[config.mk]
export PLATFORM = sky130hd
export DESIGN_NAME = seg7_scan_decoder_flat
export DESIGN_NICKNAME = d
export VERILOG_FILES = /design/src/rtl/seg7_scan_decoder_if.sv /design/src/rtl/seg7_scan_decoder.sv /design/src/flat_wrapper.sv
export SDC_FILE = /design/constraint.sdc
export NUM_CORES = 1
export LEC_CHECK = 0
export CORE_ASPECT_RATIO = 2
export CORE_MARGIN = 2
export CORE_UTILIZATION = 65
export CTS_BUF_LIST = sky130_fd_sc_hd__clkbuf_2 sky130_fd_sc_hd__clkbuf_4 sky130_fd_sc_hd__clkbuf_8
export CTS_CLUSTER_DIAMETER = 150
export CTS_CLUSTER_SIZE = 40
export DETAILED_ROUTE_END_ITERATION = 7
export DONT_BUFFER_PORTS = 1
export PLACE_DENSITY = 0.88
export SETUP_SLACK_MARGIN = 0.02
export SYNTH_ARGS = -nofsm -noshare
export SYNTH_HDL_FRONTEND = slang
export SYNTH_SLANG_ARGS = --single-unit
[constraint.sdc]
create_clock -name clk -period 2.6 [get_ports clk]
set_input_delay 0.39 -clock clk [delete_from_list [all_inputs] [get_ports clk]]
set_output_delay 0.39 -clock clk [all_outputs]
set_load 0.03 [all_outputs]
[src/rtl/seg7_scan_decoder_if.sv]
// Seven-segment scan bus: the multiplexed display drive going into the
// decoder, plus the decoded frame and status coming back out.
// The display driver side is the master, the decoder is the slave.
interface seg7_scan_if;
  logic [6:0] seg_in;
  logic       dp_in;
  logic [3:0] an_in;
  logic [3:0] digit3;
  logic [3:0] digit2;
  logic [3:0] digit1;
  logic [3:0] digit0;
  logic [3:0] dp_out;
  logic       frame_valid;
  logic       bad_glyph;
  logic       scan_timeout;

  modport master (
    output seg_in, dp_in, an_in,
    input  digit3, digit2, digit1, digit0, dp_out,
    input  frame_valid, bad_glyph, scan_timeout
  );

  modport slave (
    input  seg_in, dp_in, an_in,
    output digit3, digit2, digit1, digit0, dp_out,
    output frame_valid, bad_glyph, scan_timeout
  );
endinterface

[src/rtl/seg7_scan_decoder.sv]
// Seven-segment scan decoder: watches a multiplexed, active-low display
// drive, debounces each digit slot, decodes the glyph back to a hex nibble
// and publishes a complete four-digit frame once every slot has been seen.
// Optional feature macro: SEG7_DEC_DP_CAPTURE_EN (capture decimal points).
module seg7_scan_decoder #(
  parameter int STABLE_CNT     = 16,
  parameter int TIMEOUT_CYCLES = 4194304
) (
  input logic       clk,
  input logic       reset,
  seg7_scan_if.slave bus
);

  localparam int              TW         = $clog2(TIMEOUT_CYCLES + 1);
  localparam logic [7:0]      StableMax  = 8'(STABLE_CNT);
  localparam logic [TW-1:0]   TimeoutMax = TW'(TIMEOUT_CYCLES);

  typedef enum logic [1:0] {IDLE, SETTLE, HELD} state_t;

  state_t        state_q, state_d;
  logic [7:0]    cnt_q, cnt_d;
  logic [3:0]    an_q, an_d;
  logic [6:0]    seg_q, seg_d;
  logic [3:0]    work_q [4];
  logic [3:0]    work_d [4];
  logic [3:0]    seen_q, seen_d;
  logic [3:0]    digit_q [4];
  logic [3:0]    digit_d [4];
  logic [TW-1:0] tmo_q, tmo_d;
  logic          scan_timeout_q, scan_timeout_d;
  logic          frame_valid_q, frame_valid_d;
  logic          bad_glyph_q, bad_glyph_d;

`ifdef SEG7_DEC_DP_CAPTURE_EN
  logic          dp_q, dp_d;
  logic [3:0]    dpw_q, dpw_d;
  logic [3:0]    dp_out_q, dp_out_d;
`else
  logic          dp_unused;
  assign dp_unused = bus.dp_in;
`endif

  logic          an_valid;
  logic [1:0]    an_idx;
  logic          same_sample;
  logic          glyph_ok;
  logic [3:0]    glyph_val;
  logic          load;
  logic          accept;
  logic          legal_accept;

  // A sample is only meaningful when exactly one anode is driven low.
  always_comb begin
    an_valid = 1'b0;
    an_idx   = 2'd0;
    case (bus.an_in)
      4'b1110: begin an_valid = 1'b1; an_idx = 2'd0; end
      4'b1101: begin an_valid = 1'b1; an_idx = 2'd1; end
      4'b1011: begin an_valid = 1'b1; an_idx = 2'd2; end
      4'b0111: begin an_valid = 1'b1; an_idx = 2'd3; end
      default: begin an_valid = 1'b0; an_idx = 2'd0; end
    endcase
  end

`ifdef SEG7_DEC_DP_CAPTURE_EN
  assign same_sample = (bus.an_in == an_q) && (bus.seg_in == seg_q) && (bus.dp_in == dp_q);
`else
  assign same_sample = (bus.an_in == an_q) && (bus.seg_in == seg_q);
`endif

  // Map the active-low segment pattern back to the nibble it displays.
  always_comb begin
    glyph_ok  = 1'b1;
    glyph_val = 4'h0;
    case (bus.seg_in)
      7'h40:   glyph_val = 4'h0;
      7'h79:   glyph_val = 4'h1;
      7'h24:   glyph_val = 4'h2;
      7'h30:   glyph_val = 4'h3;
      7'h19:   glyph_val = 4'h4;
      7'h12:   glyph_val = 4'h5;
      7'h02:   glyph_val = 4'h6;
      7'h78:   glyph_val = 4'h7;
      7'h00:   glyph_val = 4'h8;
      7'h10:   glyph_val = 4'h9;
      7'h08:   glyph_val = 4'hA;
      7'h03:   glyph_val = 4'hB;
      7'h46:   glyph_val = 4'hC;
      7'h21:   glyph_val = 4'hD;
      7'h06:   glyph_val = 4'hE;
      7'h0E:   glyph_val = 4'hF;
      default: glyph_ok  = 1'b0;
    endcase
  end

  // Next-state logic: debounce FSM, frame assembly and scan-loss watchdog.
  always_comb begin
    state_d        = state_q;
    cnt_d          = cnt_q;
    an_d           = an_q;
    seg_d          = seg_q;
    work_d         = work_q;
    seen_d         = seen_q;
    digit_d        = digit_q;
    tmo_d          = tmo_q;
    scan_timeout_d = scan_timeout_q;
    frame_valid_d  = 1'b0;
    bad_glyph_d    = 1'b0;
    load           = 1'b0;
    accept         = 1'b0;
    legal_accept   = 1'b0;
`ifdef SEG7_DEC_DP_CAPTURE_EN
    dp_d           = dp_q;
    dpw_d          = dpw_q;
    dp_out_d       = dp_out_q;
`endif

    case (state_q)
      IDLE: begin
        if (an_valid) load = 1'b1;
      end
      SETTLE: begin
        if (!an_valid) begin
          state_d = IDLE;
          cnt_d   = '0;
        end else if (same_sample) begin
          cnt_d = cnt_q + 8'd1;
          if (cnt_d == StableMax) begin
            accept  = 1'b1;
            state_d = HELD;
          end
        end else begin
          load = 1'b1;
        end
      end
      HELD: begin
        if (!an_valid) begin
          state_d = IDLE;
          cnt_d   = '0;
        end else if (!same_sample) begin
          load = 1'b1;
        end
      end
      default: begin
        state_d = IDLE;
        cnt_d   = '0;
      end
    endcase

    // A new pattern restarts the stability run from its first sample.
    if (load) begin
      an_d    = bus.an_in;
      seg_d   = bus.seg_in;
      cnt_d   = 8'd1;
      state_d = SETTLE;
`ifdef SEG7_DEC_DP_CAPTURE_EN
      dp_d    = bus.dp_in;
`endif
    end

    legal_accept = accept && glyph_ok;
    bad_glyph_d  = accept && !glyph_ok;

    if (legal_accept) begin
      work_d[an_idx] = glyph_val;
      seen_d[an_idx] = 1'b1;
`ifdef SEG7_DEC_DP_CAPTURE_EN
      dpw_d[an_idx]  = ~bus.dp_in;
`endif
      // The accept that completes the set publishes the whole frame at once.
      if (seen_d == 4'hF) begin
        digit_d       = work_d;
        frame_valid_d = 1'b1;
        seen_d        = 4'h0;
`ifdef SEG7_DEC_DP_CAPTURE_EN
        dp_out_d      = dpw_d;
`endif
      end
      tmo_d          = '0;
      scan_timeout_d = 1'b0;
    end else begin
      tmo_d = (tmo_q == TimeoutMax) ? tmo_q : tmo_q + TW'(1);
      // An accept on the same edge wins; the loss is then flagged a cycle later.
      if (!accept && !scan_timeout_q && (tmo_d == TimeoutMax)) begin
        scan_timeout_d = 1'b1;
        seen_d         = 4'h0;
      end
    end
  end

  // All state and every output is registered here; reset dominates.
  always_ff @(posedge clk) begin
    if (reset) begin
      state_q        <= IDLE;
      cnt_q          <= '0;
      an_q           <= 4'hF;
      seg_q          <= 7'h7F;
      seen_q         <= 4'h0;
      tmo_q          <= '0;
      scan_timeout_q <= 1'b0;
      frame_valid_q  <= 1'b0;
      bad_glyph_q    <= 1'b0;
      for (int i = 0; i < 4; i++) begin
        work_q[i]  <= 4'h0;
        digit_q[i] <= 4'h0;
      end
`ifdef SEG7_DEC_DP_CAPTURE_EN
      dp_q           <= 1'b1;
      dpw_q          <= 4'h0;
      dp_out_q       <= 4'h0;
`endif
    end else begin
      state_q        <= state_d;
      cnt_q          <= cnt_d;
      an_q           <= an_d;
      seg_q          <= seg_d;
      seen_q         <= seen_d;
      tmo_q          <= tmo_d;
      scan_timeout_q <= scan_timeout_d;
      frame_valid_q  <= frame_valid_d;
      bad_glyph_q    <= bad_glyph_d;
      for (int i = 0; i < 4; i++) begin
        work_q[i]  <= work_d[i];
        digit_q[i] <= digit_d[i];
      end
`ifdef SEG7_DEC_DP_CAPTURE_EN
      dp_q           <= dp_d;
      dpw_q          <= dpw_d;
      dp_out_q       <= dp_out_d;
`endif
    end
  end

  assign bus.digit3       = digit_q[3];
  assign bus.digit2       = digit_q[2];
  assign bus.digit1       = digit_q[1];
  assign bus.digit0       = digit_q[0];
  assign bus.frame_valid  = frame_valid_q;
  assign bus.bad_glyph    = bad_glyph_q;
  assign bus.scan_timeout = scan_timeout_q;
`ifdef SEG7_DEC_DP_CAPTURE_EN
  assign bus.dp_out       = dp_out_q;
`else
  assign bus.dp_out       = 4'h0;
`endif

endmodule
[src/flat_wrapper.sv]
// flat-port wrapper written by rule: the top's interface ports become plain ports
module seg7_scan_decoder_flat 
#(
  parameter int STABLE_CNT     = 16,
  parameter int TIMEOUT_CYCLES = 4194304
)
  (clk, reset, bus_seg_in, bus_dp_in, bus_an_in, bus_digit3, bus_digit2, bus_digit1, bus_digit0, bus_dp_out, bus_frame_valid, bus_bad_glyph, bus_scan_timeout);
  seg7_scan_if bus_i ();
  input logic clk;
  input logic reset;
  input wire logic [$bits(bus_i.seg_in)-1:0] bus_seg_in;
  input wire logic [$bits(bus_i.dp_in)-1:0] bus_dp_in;
  input wire logic [$bits(bus_i.an_in)-1:0] bus_an_in;
  output wire logic [$bits(bus_i.digit3)-1:0] bus_digit3;
  output wire logic [$bits(bus_i.digit2)-1:0] bus_digit2;
  output wire logic [$bits(bus_i.digit1)-1:0] bus_digit1;
  output wire logic [$bits(bus_i.digit0)-1:0] bus_digit0;
  output wire logic [$bits(bus_i.dp_out)-1:0] bus_dp_out;
  output wire logic [$bits(bus_i.frame_valid)-1:0] bus_frame_valid;
  output wire logic [$bits(bus_i.bad_glyph)-1:0] bus_bad_glyph;
  output wire logic [$bits(bus_i.scan_timeout)-1:0] bus_scan_timeout;
  assign bus_i.seg_in = bus_seg_in;
  assign bus_i.dp_in = bus_dp_in;
  assign bus_i.an_in = bus_an_in;
  assign bus_digit3 = bus_i.digit3;
  assign bus_digit2 = bus_i.digit2;
  assign bus_digit1 = bus_i.digit1;
  assign bus_digit0 = bus_i.digit0;
  assign bus_dp_out = bus_i.dp_out;
  assign bus_frame_valid = bus_i.frame_valid;
  assign bus_bad_glyph = bus_i.bad_glyph;
  assign bus_scan_timeout = bus_i.scan_timeout;
  seg7_scan_decoder #(.STABLE_CNT(STABLE_CNT), .TIMEOUT_CYCLES(TIMEOUT_CYCLES)) u_core (.clk(clk), .reset(reset), .bus(bus_i));
endmodule
# ---- Yosys cells after proc, flatten, opt, wreduce, memory -nomap -nowiden
# Cells that the tools add are included.
dict set report classes {
  bitwise 4
  magnitude_cmp 4
  eq_ne 34
  n_reduce_logical 24
  muxes 33
  add_sub_neg 2
}
# operator n
set ops {}
lappend ops {{$pmux W4 S15} 1}
lappend ops {{$eq A23 B23 Y1 const B} 2}
lappend ops {{$eq A7 B7 Y1 const B} 4}
lappend ops {{$mux W8} 3}
lappend ops {{$pmux W8 S3} 1}
lappend ops {{$add A23 B1 Y23 const B} 1}
lappend ops {{$mux W23} 1}
lappend ops {{$eq A7 B5 Y1 const B} 3}
lappend ops {{$eq A7 B6 Y1 const B} 3}
lappend ops {{$bwmux W16} 1}
lappend ops {{$eq A4 B4 Y1 const B} 4}
lappend ops {{$mux W4} 4}
lappend ops {{$reduce_or A16 Y1} 1}
lappend ops {{$eq A7 B2 Y1 const B} 2}
lappend ops {{$eq A7 B4 Y1 const B} 2}
lappend ops {{$mux W1} 13}
lappend ops {{$pmux W2 S3} 2}
lappend ops {{$ne A3 B3 Y1 const B} 3}
lappend ops {{$add A8 B1 Y8 const B} 1}
lappend ops {{$demux W4 S2} 1}
lappend ops {{$eq A8 B5 Y1 const B} 1}
lappend ops {{$mux W2} 4}
lappend ops {{$ne A4 B4 Y1 const B} 2}
lappend ops {{$reduce_and A4 Y1} 2}
lappend ops {{26 further kinds} 39}
dict set report word_totals {
  register_bits 83
}

# ---- Longest topological paths before layout
dict set report depth {
  ltp_word 11
  mapped_depth 11
  ltp_nobuf 8
}

# ---- Worst setup path after synthesis
# No wires, ideal clock.
dict set report synth_path {
  path_type {input port to flip-flop}
  from {in bus_an_in[1]}
  to {reg u_core.seen_q[0]}
  path_buffers 3
  required_time_ns 2.465
  slack_ns 0.327
  arrival_ns 2.138
  stages 9
  setup_ns 0.135
  cell_sequence {buf_2 and4b_1 buf_2 a311o_2 and2_4 nand4_2 clkbuf_1 and4b_1 nor4_2}
}
dict set report synth_via {
  elab_chain_cells 10
}
# element line
set synth_lines {}
lappend synth_lines {{start: declaration} flat_wrapper.sv:13} ;# input wire logic [$bits(bus_i.an_in)-1:0] bus_an_in;
lappend synth_lines {{$eq A4 B3 Y1 or $eq A4 B4 Y1 (tied branches)} seg7_scan_decoder.sv:56} ;# case (bus.an_in)
lappend synth_lines {{$pmux W2 S3} seg7_scan_decoder.sv:56}
lappend synth_lines {{$lt A2 B3 Y1 (implied by the code) or $ge A2 B1 Y1 (tied branches)} seg7_scan_decoder.sv:166} ;# seen_d[an_idx] = 1'b1;
lappend synth_lines {{$logic_and A1 B1 Y1 (implied by the code)} seg7_scan_decoder.sv:166}
lappend synth_lines {{$mux W1 (implied by the code)} seg7_scan_decoder.sv:166}
lappend synth_lines {{$demux W1 S2} n/a}
lappend synth_lines {{$or A4 B4 Y4 (no line)} n/a}
lappend synth_lines {{$eq A4 B4 Y1} seg7_scan_decoder.sv:171} ;# if (seen_d == 4'hF) begin
lappend synth_lines {{$mux W4} seg7_scan_decoder.sv:171}
lappend synth_lines {{$mux W4} seg7_scan_decoder.sv:164} ;# if (legal_accept) begin
lappend synth_lines {{end signal: assignment} seg7_scan_decoder.sv:217} ;# seen_q <= seen_d;
lappend synth_lines {{end: declaration} seg7_scan_decoder.sv:26} ;# logic [3:0] seen_q, seen_d;
# Parallel ways exist; a longest one is shown, timed or not.
# A chain may end at the register's enable or synchronous reset.

# ---- Final worst setup path
dict set report layout_path {
  from {reg u_core.tmo_q[0]}
  to {reg u_core.seen_q[0]}
}
dict set report layout_via {
  elab_chain_cells 5
}
# element line
set layout_lines {}
lappend layout_lines {{start: declaration} seg7_scan_decoder.sv:29} ;# logic [TW-1:0] tmo_q, tmo_d;
lappend layout_lines {{start signal: assignment} seg7_scan_decoder.sv:218} ;# tmo_q <= tmo_d;
lappend layout_lines {{$add A23 B1 Y23 or $eq A23 B23 Y1 (tied branches)} seg7_scan_decoder.sv:182} ;# tmo_d = (tmo_q == TimeoutMax) ? tmo_q : tmo_q + TW'(1);
lappend layout_lines {{$mux W23 *} seg7_scan_decoder.sv:182}
lappend layout_lines {{$eq A23 B23 Y1 *} seg7_scan_decoder.sv:184} ;# if (!accept && !scan_timeout_q && (tmo_d == TimeoutMax)) begin
lappend layout_lines {{$logic_and A1 B1 Y1 *} seg7_scan_decoder.sv:184}
lappend layout_lines {{$reduce_bool A2 Y1 (no line) *} n/a}
# Mark *: on every way between the ends. The rest lies on a longest branch, timed or not.

==> summary.md <==
| Metric | Value |
|---|---|
| Nets@finish | 576 |
| Startpoint Class | register |
| Final Power | 2.553 mW |
| Hold path depth | 1 |
| Routed Wire Length | 10.67 mm |
| Setup Skew | 7.443 ps |
| Total global routing overflow | 0 |
| Num rows | 43 |
| Period utilization | 0.9483 |
| Hold-fix buffers, CTS | 0 |
| Share of cells above drive strength 1 | 0.1020 |
| Maximum clock rate | 0.4056 GHz |
| H-tree levels | 3 |
| Number of antenna violations at the first check in global routing | 0 |
| Final min period | 2465 ps |
| Setup Crit Path Kind | register to register |
| Crit path DAT | 2730 ps |
| Post-CTS Resized | 0 |
| Vias in the first global route | 4133 |
| Rel. slew slack | 0.4516 |
| Die width | 64.19 um |
| Post CTS Setup Buffer Count | 0 |
| CTS Sinks | 83 |
| LEAKAGE | 1.778 nW |
| Core Area | 6994 um^2 |
| Flop and latch count out of synthesis | 83 |
| Antenna-violating nets left | 0 |
| Post-route setup TNS | 0 ps |
| Pin count of the biggest net entering global routing | 58 |
| Fill cells | 538 |
| CTS tree | built |
| RSZ-0062 raised after global routing | true |
| Starting Density | 0.6733 |
| Crit path max fanout | 8 |
| Commonest non-fill, non-tap cell in the layout | dfxtp_1 |
| Mapped Area | 4710 um^2 |
| Mean Syn Cell Area | 8.306 um^2 |
| Detailed placement HPWL | 7.608 mm |
| Worst-path clk slew | 90 ps |
| Top Ports | 37 |
| Die area | 7984 um^2 |
| CTS max path bufs | 2 |
| Inserted Diodes | 0 |
| Reg2reg path depth | 9 |
| Dominant synthesized flop cell | dfxtp_1 |
| Layout area overhead | 6.031% |
| Post-synth cell types | 67 |
| PwrDens | 511.2 nW/um^2 |
| Drt pass-1 iters | 5 |
| Run status | finished, final reports clean |
| First-pass GRT wire length | 17.90 mm |
| CP required | 2860 ps |
| Ys async rst share | 0 |
| Number of max-cap violations | 0 |
| Most frequent cells in the layout | dfxtp_1 (83), nor2_1 (79), nand2_1 (41), a21oi_1 (29), o21ai_0 (28) |
| Max IR drop VDD | 0.4271 mV |
| Vias | 4082 |
| Synth warnings | 0 |
| Later-pin clock latency in the skew report | 370 ps |
| Via/cell ratio | 6.290 |
| Crit. End Element | register |
| Final Hold Fails | 0 |
| Root Buffer Master | clkbuf_8 |
| Hold Path Class | primary input to register |
| Worst-margin pin slew | 815.1 ps |
| Routed len/inst | 16.44 um |
| Initial drt markers | 244 |
| Count of final max-slew check failures | 0 |
| Total Routing Usage GR | 0.2785 |
| RePlAce Congestion | 0.9878 |
| Die Y | 124.4 um |
| Synth Instances | 567 |
| Sequential share of the synthesized area | 0.3528 |
| Drt drc | 0 |
| Total CTS buffers | 9 |
| Setup violations, final | 0 |
| Final core occ | 0.7140 |
| EDFF count, synth | 0 |
| Port Buffers | 0 |
critical path: stages, from the launching register on:
cell     delay, ps
dfxtp_1        480
ha_1           240
nand3_1        250
nor4_1         380
buf_4          190
nand2_1         60
o22ai_1        150
and3_1         230
and4b_1        320
nor4_2          70
area by class of cell:
class	instances	area, um^2	area share
clock inverter	6	90.09	0.01804
sequential	83	1662	0.3327
clock buffer	9	123.9	0.02481
tap	90	112.6	0.02255
timing repair buffer	17	165.2	0.03307
multi-input combinational	425	2769	0.5545
inverter	19	71.32	0.01428
layer usage:
| layer | GRT usage | share of wire |
|---|---|---|
| met1 | 0.2731 | 0.36 |
| met2 | 0.5025 | 0.55 |
| met3 | 0.06775 | 0.042 |
| met4 | 0.1752 | 0.045 |
| met5 | 0 | 0 |
synthesized netlist by cell type (all sizes together), types with 13 or more instances:
cell	instances	area [um^2]
dfxtp	83	1662
nor2	82	312.8
nand2	41	153.9
buf	30	205.2
a21oi	29	145.1
o21ai	28	140.1
nand3	23	115.1
xnor2	23	201.4
nor3	21	115.1
mux2i	20	200.2
inv	19	71.32
xor2	19	166.4
a211o	13	113.9
clkbuf	13	50.04
per-stage QoR:
step / hold slack [ps] / area (um^2) / setup slack (ps) / instances
floorplan: 449.8 / 4721 / 327.0 / 570
global placement: 451.3 / 4750 / 261.0 / 634
detailed placement: 468.1 / 4750 / 161.6 / 634
CTS: 82.35 / 4964 / 141.9 / 649
global route: 67.19 / 4994 / -14.76 / 649
finish: 95.03 / 4994 / 134.5 / 649
state kept, by name, indices dropped and copies added (netlist names):
name	count
u_core.bus.scan_timeout	1
u_core.bus.digit1	4
u_core.cnt_q	8
u_core.bus.frame_valid	1
u_core.work_q	16
u_core.an_q	4
u_core.bus.bad_glyph	1
u_core.state_q	2
u_core.seen_q	4
u_core.bus.digit2	4
u_core.seg_q	7
u_core.bus.digit3	4
u_core.bus.digit0	4
u_core.tmo_q	23
report_power, final:
group	internal, mW	total (mW)	switching (mW)
registers	1.29	1.32	0.0215
clock network	0.538	1.02	0.480
logic	0.0980	0.218	0.120
total	1.93	2.55	0.622
cells by family (layout without fill, tap and decap cells):
kind of cell | count (synthesis) | after routing | synth area share
other cells | 1 | 4 | 0.0007963
simple gates | 238 | 238 | 0.2651
compound gates | 113 | 113 | 0.1703
mux | 21 | 21 | 0.04490
fa+ha+maj | 7 | 7 | 0.01860
flops | 83 | 83 | 0.3528
xor+xnor | 42 | 42 | 0.07811
buf+inv | 62 | 51 | 0.06934
final timing paths:
kind / start / endpoint / slack (ps)
max: u_core.tmo_q[0] / u_core.seen_q[0] / 130
min: reset / u_core.cnt_q[0] / 100
max reg2reg: u_core.tmo_q[0] / u_core.seen_q[0] / 130
min reg2reg: u_core.work_q[12] / u_core.work_q[12] / 480
Note: power is estimated with default switching activity, not from simulation.
